**config.mk**
```make
export PLATFORM = sky130hd
export DESIGN_NAME = qcl_interval_meter
export DESIGN_NICKNAME = d
export VERILOG_FILES = /design/src/rtl/qcl_pkg.sv /design/src/rtl/qcl_interval_meter.sv
export SDC_FILE = /design/constraint.sdc
export NUM_CORES = 1
export LEC_CHECK = 0
export ABC_AREA = 1
export CORE_MARGIN = 1.5
export CORE_UTILIZATION = 55
export CTS_BUF_LIST = sky130_fd_sc_hd__clkbuf_4 sky130_fd_sc_hd__clkbuf_8
export DETAILED_ROUTE_END_ITERATION = 8
export PLACE_DENSITY = 0.84
export SLEW_MARGIN = 20
export SYNTH_ARGS = -nofsm -noshare
export SYNTH_HDL_FRONTEND = slang
export SYNTH_SLANG_ARGS = --single-unit
export TNS_END_PERCENT = 5
```
**constraint.sdc**
```tcl
create_clock -name clk_i -period 1.8 [get_ports clk_i]
set_clock_uncertainty 0.2 [all_clocks]
set_input_delay 0.18 -clock clk_i [delete_from_list [all_inputs] [get_ports clk_i]]
set_output_delay 0.18 -clock clk_i [all_outputs]
set_load 0.05 [all_outputs]
```
**src/rtl/qcl_pkg.sv**
```systemverilog
// Shared types for the QCL measurement blocks.
// Holds the interval meter FSM state encoding.
package qcl_pkg;

  typedef enum logic [1:0] {
    QCL_IDLE  = 2'd0,
    QCL_COUNT = 2'd1,
    QCL_DONE  = 2'd2
  } qcl_meter_state_e;

endpackage

```
**src/rtl/qcl_interval_meter.sv**
```systemverilog
// Measures start_i->stop_i distance in cycles with a saturating timeout; result valid the cycle after stop/timeout.
// Result is held in DONE until yumi_i; starts arriving while a result is pending are dropped and flagged on drop_o.
module qcl_interval_meter
  import qcl_pkg::*;
#(
  parameter  int max_cycles_p = 255,
  localparam int cnt_width_lp = $clog2(max_cycles_p + 1)
) (
  input  logic                    clk_i,
  input  logic                    reset_n_i,
  input  logic                    start_i,
  input  logic                    stop_i,
  input  logic                    yumi_i,
  output logic                    busy_o,
  output logic                    v_o,
  output logic [cnt_width_lp-1:0] cnt_o,
  output logic                    timeout_o,
  output logic                    drop_o
);

  localparam logic [cnt_width_lp-1:0] max_cnt_lp = cnt_width_lp'(max_cycles_p);
  localparam logic [cnt_width_lp-1:0] one_lp     = cnt_width_lp'(1);

  qcl_meter_state_e        state_q, state_d;
  logic [cnt_width_lp-1:0] cnt_q, cnt_d;
  logic [cnt_width_lp-1:0] res_cnt_q, res_cnt_d;
  logic                    res_to_q, res_to_d;
  logic                    drop;

  always_comb begin
    state_d   = state_q;
    cnt_d     = cnt_q;
    res_cnt_d = res_cnt_q;
    res_to_d  = res_to_q;
    drop      = 1'b0;

    unique case (state_q)
      QCL_IDLE: begin
        if (start_i) begin
          state_d = QCL_COUNT;
          cnt_d   = one_lp;
        end
      end

      QCL_COUNT: begin
        // Stop beats a coincident start; the start is the one that gets dropped.
        if (stop_i) begin
          state_d   = QCL_DONE;
          res_cnt_d = cnt_q;
          res_to_d  = 1'b0;
          cnt_d     = '0;
          drop      = start_i;
        end else if (start_i) begin
          cnt_d = one_lp;
        end else if (cnt_q == max_cnt_lp) begin
          state_d   = QCL_DONE;
          res_cnt_d = max_cnt_lp;
          res_to_d  = 1'b1;
          cnt_d     = '0;
        end else begin
          cnt_d = cnt_q + one_lp;
        end
      end

      QCL_DONE: begin
        if (yumi_i) begin
          if (start_i) begin
            state_d = QCL_COUNT;
            cnt_d   = one_lp;
          end else begin
            state_d = QCL_IDLE;
          end
        end else begin
          drop = start_i;
        end
      end

      default: begin
        state_d = QCL_IDLE;
        cnt_d   = '0;
      end
    endcase
  end

  always_ff @(posedge clk_i or negedge reset_n_i) begin
    if (!reset_n_i) begin
      state_q   <= QCL_IDLE;
      cnt_q     <= '0;
      res_cnt_q <= '0;
      res_to_q  <= 1'b0;
    end else begin
      state_q   <= state_d;
      cnt_q     <= cnt_d;
      res_cnt_q <= res_cnt_d;
      res_to_q  <= res_to_d;
    end
  end

  assign busy_o    = (state_q == QCL_COUNT);
  assign v_o       = (state_q == QCL_DONE);
  assign cnt_o     = res_cnt_q;
  assign timeout_o = res_to_q;
  assign drop_o    = drop;

  if (max_cycles_p < 1) begin : g_bad_max
    $fatal(1, "qcl_interval_meter: max_cycles_p must be >= 1");
  end

  a_yumi_needs_v: assert property (@(posedge clk_i) disable iff (!reset_n_i) yumi_i |-> v_o)
    else $error("qcl_interval_meter: yumi_i asserted while v_o=0");

endmodule

```
==> results.txt, run 1 <==
The run finished, with violations left. The final reports fail on hold timing. The power density relative to cell area came out at 1760 mW/mm^2. The post-synthesis share of cell area spent on full adders, half adders and majority gates is 6.83%. The met2 layer usage reported by global route is 41.9%.

After synthesis, the largest family of logic cells by area is simple AND/OR/NAND/NOR gates. The antenna diode instance count is 0. The ratio of routed vias to standard cells is about 5.2. The worst endpoint required time came out at 1.42 ns.

Traced cell by cell, the critical path runs through inv_2, ha_1, nand2_2, a21oi_4, buf_12. The post-detailed-route wirelength per cell came out at roughly 13 microns. The transition time at the pin with the least slew margin is 0.328 ns. The compound-gate portion of the synthesized area came out at roughly 11%. The total vias in the final route is 1005. The number of nets with antenna violations after routing is 0. The fraction of synthesized cell area in xor and xnor cells is 0%. In the global route stage, overall resource usage came out at 23.8%. The peak fanout along the critical path came out at 3. The clock sink count is 19. The tightest hold margin is -0.00241 ns.

The iteration count of the initial detailed-routing pass came out at 4. The initial cell density of the core came out at 61.0%. After the first detailed-routing iteration, the DRC count stood at 29.

The number of buffers inserted during clock tree synthesis came out at 3. The largest area contributor in the synthesized netlist is sky130_fd_sc_hd__dfrtp_1. After floorplanning, the core was sized to cover 0.00180 sq mm.

The die covers ~0.0023 sq mm. Global routing finished with a remaining overflow of 0. For met3 alone, demand over resource in global routing was around 6.4%. Setup violations remaining at the end of the flow were counted as 0.

The max-capacitance violation count is 0. For the worst-skew pair, the clock arrives at the later sink with an insertion delay of 0.30 ns. The post-synthesis simple-gate area fraction is between 20 and 30%. The final hold violation count is 9. The critical path's largest stage delay is about 0.4 ns.

The standby leakage power came out at 0.732 nW. The count of synthesis-stage warnings from yosys came out at 0. The proportion of power drawn by flip-flops and latches is 26.4%.

STA classifies the critical path endpoint as a primary output. The synthesized instance count came out at 137. The register area share after synthesis came out at 43.2%.

Once layout is complete, the utilization of the core stands at 81.0%. The arrival time at the worst endpoint came out at between 1 and 1.5 ns. The minimum clock period after layout came out at 1.79 ns.

The synthesized netlist contains 21 unique library cells. The average footprint of a synthesized cell came out at 8.03 sq um. The cell-internal power came out at approximately 0.0013 W.

The die span in x came out at approximately 48 microns. The buffer levels on the longest clock path is 2. Summing every instance area after synthesis gives 0.00110 sq mm. The H-tree level count is 1. The final weighted congestion of routability-driven global placement came out at 0.849. The wire length of the first global-routing pass is around 3800 microns. Summed over all nets, the switching power comes to ~0.0013 W. The multiplexer share of the synthesized area is 0%. 17 I/O pins were placed. The number of cell rows is 15.

For this run, the post-layout net count is 179. The synthesized design contains 19 register bits. STA classifies the critical path startpoint as a flip-flop. The top cell type's share of synthesized area is between 40% and 50%. The clock tree root driver cell is sky130_fd_sc_hd__clkbuf_4. For this block, the routed nets add up to 2410 microns of wire. The proportion of layout cells with a drive suffix above 1 is 31.7%. The initial antenna violation count is 0. For this design, the slowest cell found on the critical path is sky130_fd_sc_hd__dfrtp_2. The worst setup path is of the reg2out kind. The leading cell type by number of instances after synthesis is sky130_fd_sc_hd__nand2_1.

The total nets after synthesis came out at 148. The highest clock frequency the design can meet is roughly 560 MHz. The via count of the first global-routing pass is 884.

met2 is the most crowded layer. Setup repair after global routing could not meet its margin everywhere. The proportion of total power due to net switching came out at 49.6%. The post-layout worst setup margin came out at between 0.008 and 0.009 ns. The worst path uses around 100% of the clock period.

The pin count of the biggest net entering global routing came out at 20. TritonCTS built the clock tree. The met1 track demand over resource in global routing is about 30%. The number of buffers added to fix hold violations after cts is 0. The DRC violation count after routing is 0. The clock network accounts for 9.0% of the total power. The commonest cells after synthesis are 33 x sky130_fd_sc_hd__nand2_1, 23 x sky130_fd_sc_hd__inv_1, 19 x sky130_fd_sc_hd__dfrtp_1. In the synthesized netlist the dominant register cell turns out to be sky130_fd_sc_hd__dfrtp_1.

The number of I/O port buffers came out at 16. IR analysis of the VDD net gives a maximum drop of 1230 uV. The die span in y is 47.7 microns.

The share of synthesized flip-flops with an asynchronous set or reset came out at 100%. The worst slack at placement is 0.0325 ns. The final-report max-slew violation count came to 0. After synthesis, the cell types taking the most area are sky130_fd_sc_hd__dfrtp_1 43%, sky130_fd_sc_hd__nand2_1 11%, sky130_fd_sc_hd__inv_1 7.8%. The remaining max-slew budget at the tightest pin is around four fifths. The synthesis-to-finish area growth came out at 32.8%. Setup total negative slack on the finished layout was measured at 0 ns. Counting flops with a built-in enable in the synthesized netlist gives 0. Combinational logic is responsible for 64.6% of the overall power. After clock tree synthesis, the clock-pin slew on the worst setup and hold paths is between 0.1 and 0.15 ns.

The placed wire-length estimate after detailed placement is 1640 microns. The type of the worst min-delay path is in2async.
per-layer routing:
metal  share of wire (%)  vias up
met4                0.33        0
met3                 5.5        2
met2                  51       31
met5                   0        -
li1                    -      495
met1                  43      477
metrics by stage:
| step | cells | instance area (sq um) | power [W] |
|---|---|---|---|
| detailed placement | 180 | 1330 | 0.00214 |
| CTS | 192 | 1450 | 0.00253 |
| finish | 192 | 1460 | 0.00256 |
| global route | 192 | 1460 | 0.00271 |
| global placement | 180 | 1330 | 0.00211 |
| floorplan | 137 | 1120 | 0.00170 |
critical path, delay by kind of cell, from the launching register on:
| kind | cells | cell delay (ns) |
|---|---|---|
| DFF | 1 | 0.40 |
| adders and majority gates | 1 | 0.30 |
| buffers and inverters | 2 | 0.21 |
| AOI/OAI and AO/OA | 1 | 0.14 |
| and+or+nand+nor | 1 | 0.06 |
final cells by class:
type	count	area, sq um
flip-flops and latches	19	478
repair buffers	26	243
well taps	25	31.3
fillers	111	342
inverters	26	97.6
clock buffers	4	30.0
multi-input cells	92	581
cells in the final DEF, fill, tap and decap left out, drive strengths merged:
cell type and n:
clkbuf 4, clkdlybuf4s50 4, a22oi 7, nor3 6, ha 6, o21ai 4, nand2 37, and3 2
a21oi 7, nor2 13, nand3 8, dfrtp 19, nand4 2, inv 26, buf 22
power by group through the flow:
stage	clock, W	combinational, W	sequential [W]
2_1_floorplan	0	0.000667	0.00103
3_3_place_gp	0	0.00143	0.000677
3_5_place_dp	0	0.00145	0.000686
4_1_cts	0.000237	0.00162	0.000676
5_1_grt	0.000255	0.00176	0.000696
6_report	0.000230	0.00166	0.000677
timing repair:
action	CTS	global route
pin swaps	2	0
setup buffers	8	0
endpoints found under the setup margin	1	12
resized for setup	8	4
flip-flops by register name, indices dropped and copies added, names as in the netlist:
signal	count
cnt_q	8
timeout_o	1
cnt_o	8
state_q	2
worst paths after layout:
path	start	to	slack, ns	cells past startpoint
worst max-delay path	state_q[0]	drop_o	0.008	5
worst min-delay path	reset_n_i	cnt_o[7]	-0.002	2
worst max register to register	state_q[1]	cnt_q[7]	0.05	8
worst min register to register	timeout_o	timeout_o	0.32	2
max in group asynchronous	reset_n_i	state_q[0]	1.18	2
min in group clk_i	timeout_o	timeout_o	0.32	2
cell families after synthesis:
| kind of cell | after synthesis |
|---|---|
| compound gates | 18 |
| fa+ha+maj | 6 |
| buf+inv | 26 |
| flops | 19 |
| simple gates | 68 |
(Power assumes the default switching activity.)
==> run 2: changes to the inputs <==
- DONT_BUFFER_PORTS: not set -> 1
- PLACE_DENSITY: 0.84 -> 0.7
==> run 2 against run 1 <==
Compared with the run above: the run ends with setup timing left; final cell count is 5.7% lower; clock power is 4% lower; critical path depth stayed put; first-iteration DRC count is 45% higher; via count is 6.3% lower.
==> results.txt, run 2 (synthesis gave the netlist of run 1 again) <==
The placed wire-length estimate after detailed placement was 1700 microns (was 1640 microns). The buffer levels on the longest clock path came out at 2 (unchanged). The startpoint kind of the worst setup timing path was a flip-flop (unchanged). The clock sink count is 19 (unchanged). The violation count after the first detailed-route iteration came to 42 (was 29). The clock transition time at the flip-flop clock pins of the worst setup and hold paths came out at 0.12 ns (was 0.11 ns).

The via count of the first global-routing pass is 858 (was 884). The kind of capture point of the worst setup path was a primary output (unchanged). The proportion of layout cells with a drive suffix above 1 is 27.6% (was 31.7%).

The clock tree root driver cell is sky130_fd_sc_hd__clkbuf_4 (unchanged). The transition time at the pin with the least slew margin was 0.856 ns (was 0.328 ns). The worst endpoint required time is 1.42 ns (about the same). The highest clock frequency the design can meet was 546 MHz (was 558 MHz). The initial antenna violation count came out at 0 (unchanged).

The final wirelength is 2510 microns (was 2410 microns). The part of the power in combinational logic is 50.6% (was 64.6%). The pin count of the biggest net entering global routing was 20 (unchanged).

The post-place instance area is 0.00120 sq mm (was 0.00133 sq mm). The synthesis-to-finish area growth came to 23.9% (was 32.8%). The tightest hold margin came to 0.0374 ns (was -0.00241 ns). The H-tree level count came out at 1 (unchanged). The antenna diode instance count was 0 (unchanged). The final hold violation count came out at 0 (was 9). The category of the critical setup timing path was reg2out (unchanged). The proportion of power drawn by flip-flops and latches is 40.1% (was 26.4%). The clock latency reported for the late side of the worst-skew pair was 0.30 ns (about the same). The final weighted congestion of routability-driven global placement is 0.926 (was 0.849). The max-capacitance violation count came out at 0 (unchanged).

The total die area came out at 0.00228 sq mm (unchanged). The summed area of non-filler cells in the final layout came out at 0.00136 sq mm (was 0.00146 sq mm). The minimum clock period after layout came out at 1.83 ns (was 1.79 ns). The DRC violation count after routing came out at 0 (unchanged). The number of buffers inserted during clock tree synthesis was 3 (unchanged).

The post-layout worst setup margin is -0.0321 ns (was 0.00806 ns). The peak supply drop came out at 1100 uV (was 1230 uV). The most common cell after layout, fill and taps aside is sky130_fd_sc_hd__nand2_1 (unchanged). The standby leakage power is 0.677 nW (was 0.732 nW). The type of the worst min-delay path is in2reg (was in2async). The die span in y is 47.7 microns (unchanged). The number of cell rows is 15 (unchanged). The number of nets with antenna violations after routing came out at 0 (unchanged).

The total congestion overflow came to 0 (unchanged). The total negative slack came out at -0.0321 ns (was 0 ns). The cell-internal power is 0.00112 W (was 0.00129 W). The die span in x was 47.7 microns (unchanged). Commonest non-fill, non-tap cells in the layout: 30 x sky130_fd_sc_hd__nand2_1, 21 x sky130_fd_sc_hd__inv_1, 19 x sky130_fd_sc_hd__dfrtp_1 (was 31 x sky130_fd_sc_hd__nand2_1, 21 x sky130_fd_sc_hd__inv_1, 19 x sky130_fd_sc_hd__buf_4). The final-report max-slew violation count was 0 (unchanged). The number of nets at the end of the flow is 168 (was 179). The post-detailed-route wirelength per cell came out at 13.9 microns (was 12.5 microns). Violations in the final reports: setup timing (was hold timing). The net switching component of the power is 0.00126 W (was 0.00127 W). The peak fanout along the critical path came out at 6 (was 3). The total vias in the final route is 942 (was 1005). The area of the core region came to 0.00180 sq mm (unchanged).

The total setup violations reported at the end of the flow came out at 1 (was 0). The iteration count of the initial detailed-routing pass is 4 (unchanged). The initial cell density of the core came out at 61.0% (unchanged). The remaining max-slew budget at the tightest pin came to 42.7% (was 78.1%).

The ratio of routed vias to standard cells is 5.20 (was 5.23). The final worst-path cycle share came out at 102% (was 99.6%). The proportion of total power due to net switching came out at 53.0% (was 49.6%). Run status: complete, but fails checks (unchanged).

The proportion of power drawn by the clock network is 9.3% (was 9.0%). RSZ-0062 raised after global routing: true (unchanged). The I/O pin count came to 17 (unchanged). The power density relative to cell area is 1750 mW/mm^2 (was 1760 mW/mm^2). The number of I/O port buffers is 0 (was 16). The arrival time at the worst endpoint is 1.45 ns (was 1.41 ns).

The wire length of the first global-routing pass came out at 3780 microns (was 3790 microns). The total chip power came to 0.00239 W (was 0.00256 W). The non-filler instance count after layout is 181 (was 192). The number of placed instances with taps included came out at 168 (was 180).

The all-layer global routing usage is 23.8% (about the same). The clock tree from TritonCTS is yes (unchanged).
-- run 2: final cells by class --
cell class / count / area (sq um)
inverter: 26 / 97.6
tap: 25 / 31.3
sequential: 19 / 475
multi-input combinational: 92 / 598
clock buffer: 3 / 22.5
timing repair buffer: 15 / 133
fill: 143 / 439
clock inverter: 1 / 5.00
-- run 2: final timing paths --
check | from | to | slack, ns | cells past startpoint
setup reg to reg | state_q[1] | cnt_q[5] | 0.05 | 9
max in group asynchronous | reset_n_i | cnt_q[1] | 0.65 | 1
setup / recovery | state_q[0] | drop_o | -0.03 | 5
min in group asynchronous | reset_n_i | cnt_q[7] | 0.22 | 1
hold reg to reg | cnt_o[0] | cnt_o[0] | 0.34 | 2
hold / removal | yumi_i | state_q[0] | 0.04 | 4
-- run 2: worst max-delay path: stages (launching register included) --
cell	delay, ns
sky130_fd_sc_hd__dfrtp_1	0.43
sky130_fd_sc_hd__inv_2	0.12
sky130_fd_sc_hd__ha_4	0.19
sky130_fd_sc_hd__nand2_4	0.10
sky130_fd_sc_hd__a21oi_4	0.16
sky130_fd_sc_hd__buf_12	0.15
-- run 2: through the flow --
stage | util (%) | setup WS (ns)
final | 75.6 | -0.0321
after global routing | 75.6 | -0.0844
after CTS | 73.8 | 0.00178
after detailed placement | 66.9 | 0.0801
after global placement | 66.9 | 0.0983
after floorplan | - | -0.0170
-- run 2: layer usage --
metal | share of wire (%) | GRT usage, % | vias to the layer above
li1 | - | - | 480
met1 | 48 | 35.0 | 438
met2 | 48 | 35.2 | 20
met3 | 2.6 | 4.53 | 4
met4 | 0.76 | 7.57 | 0
met5 | 0 | 0 | -
-- run 2: repair_timing --
action                     in CTS  in global routing
gates cloned                    0                  0
setup endpoints to repair       1                 14
hold endpoints to repair       24                  0
gates resized for setup         7                  6
hold buffers                    3                  0
pin swaps                       1                  1
setup buffers                   4                  2
-- run 2: power by group through the flow --
stage	Clock, W	Sequential (W)	Combinational (W)
after floorplan	0	0.00103	0.000667
after global placement	0	0.000967	0.000949
after detailed placement	0	0.000972	0.000973
after CTS	0.000225	0.000952	0.00115
after global routing	0.000244	0.000988	0.00133
final	0.000221	0.000958	0.00121
==> run 3: changes to the inputs <==
- CTS_CLUSTER_SIZE: not set -> 16
==> results of run 3 <==
The final DEF is identical to that of run 2; final timing and power are the same.
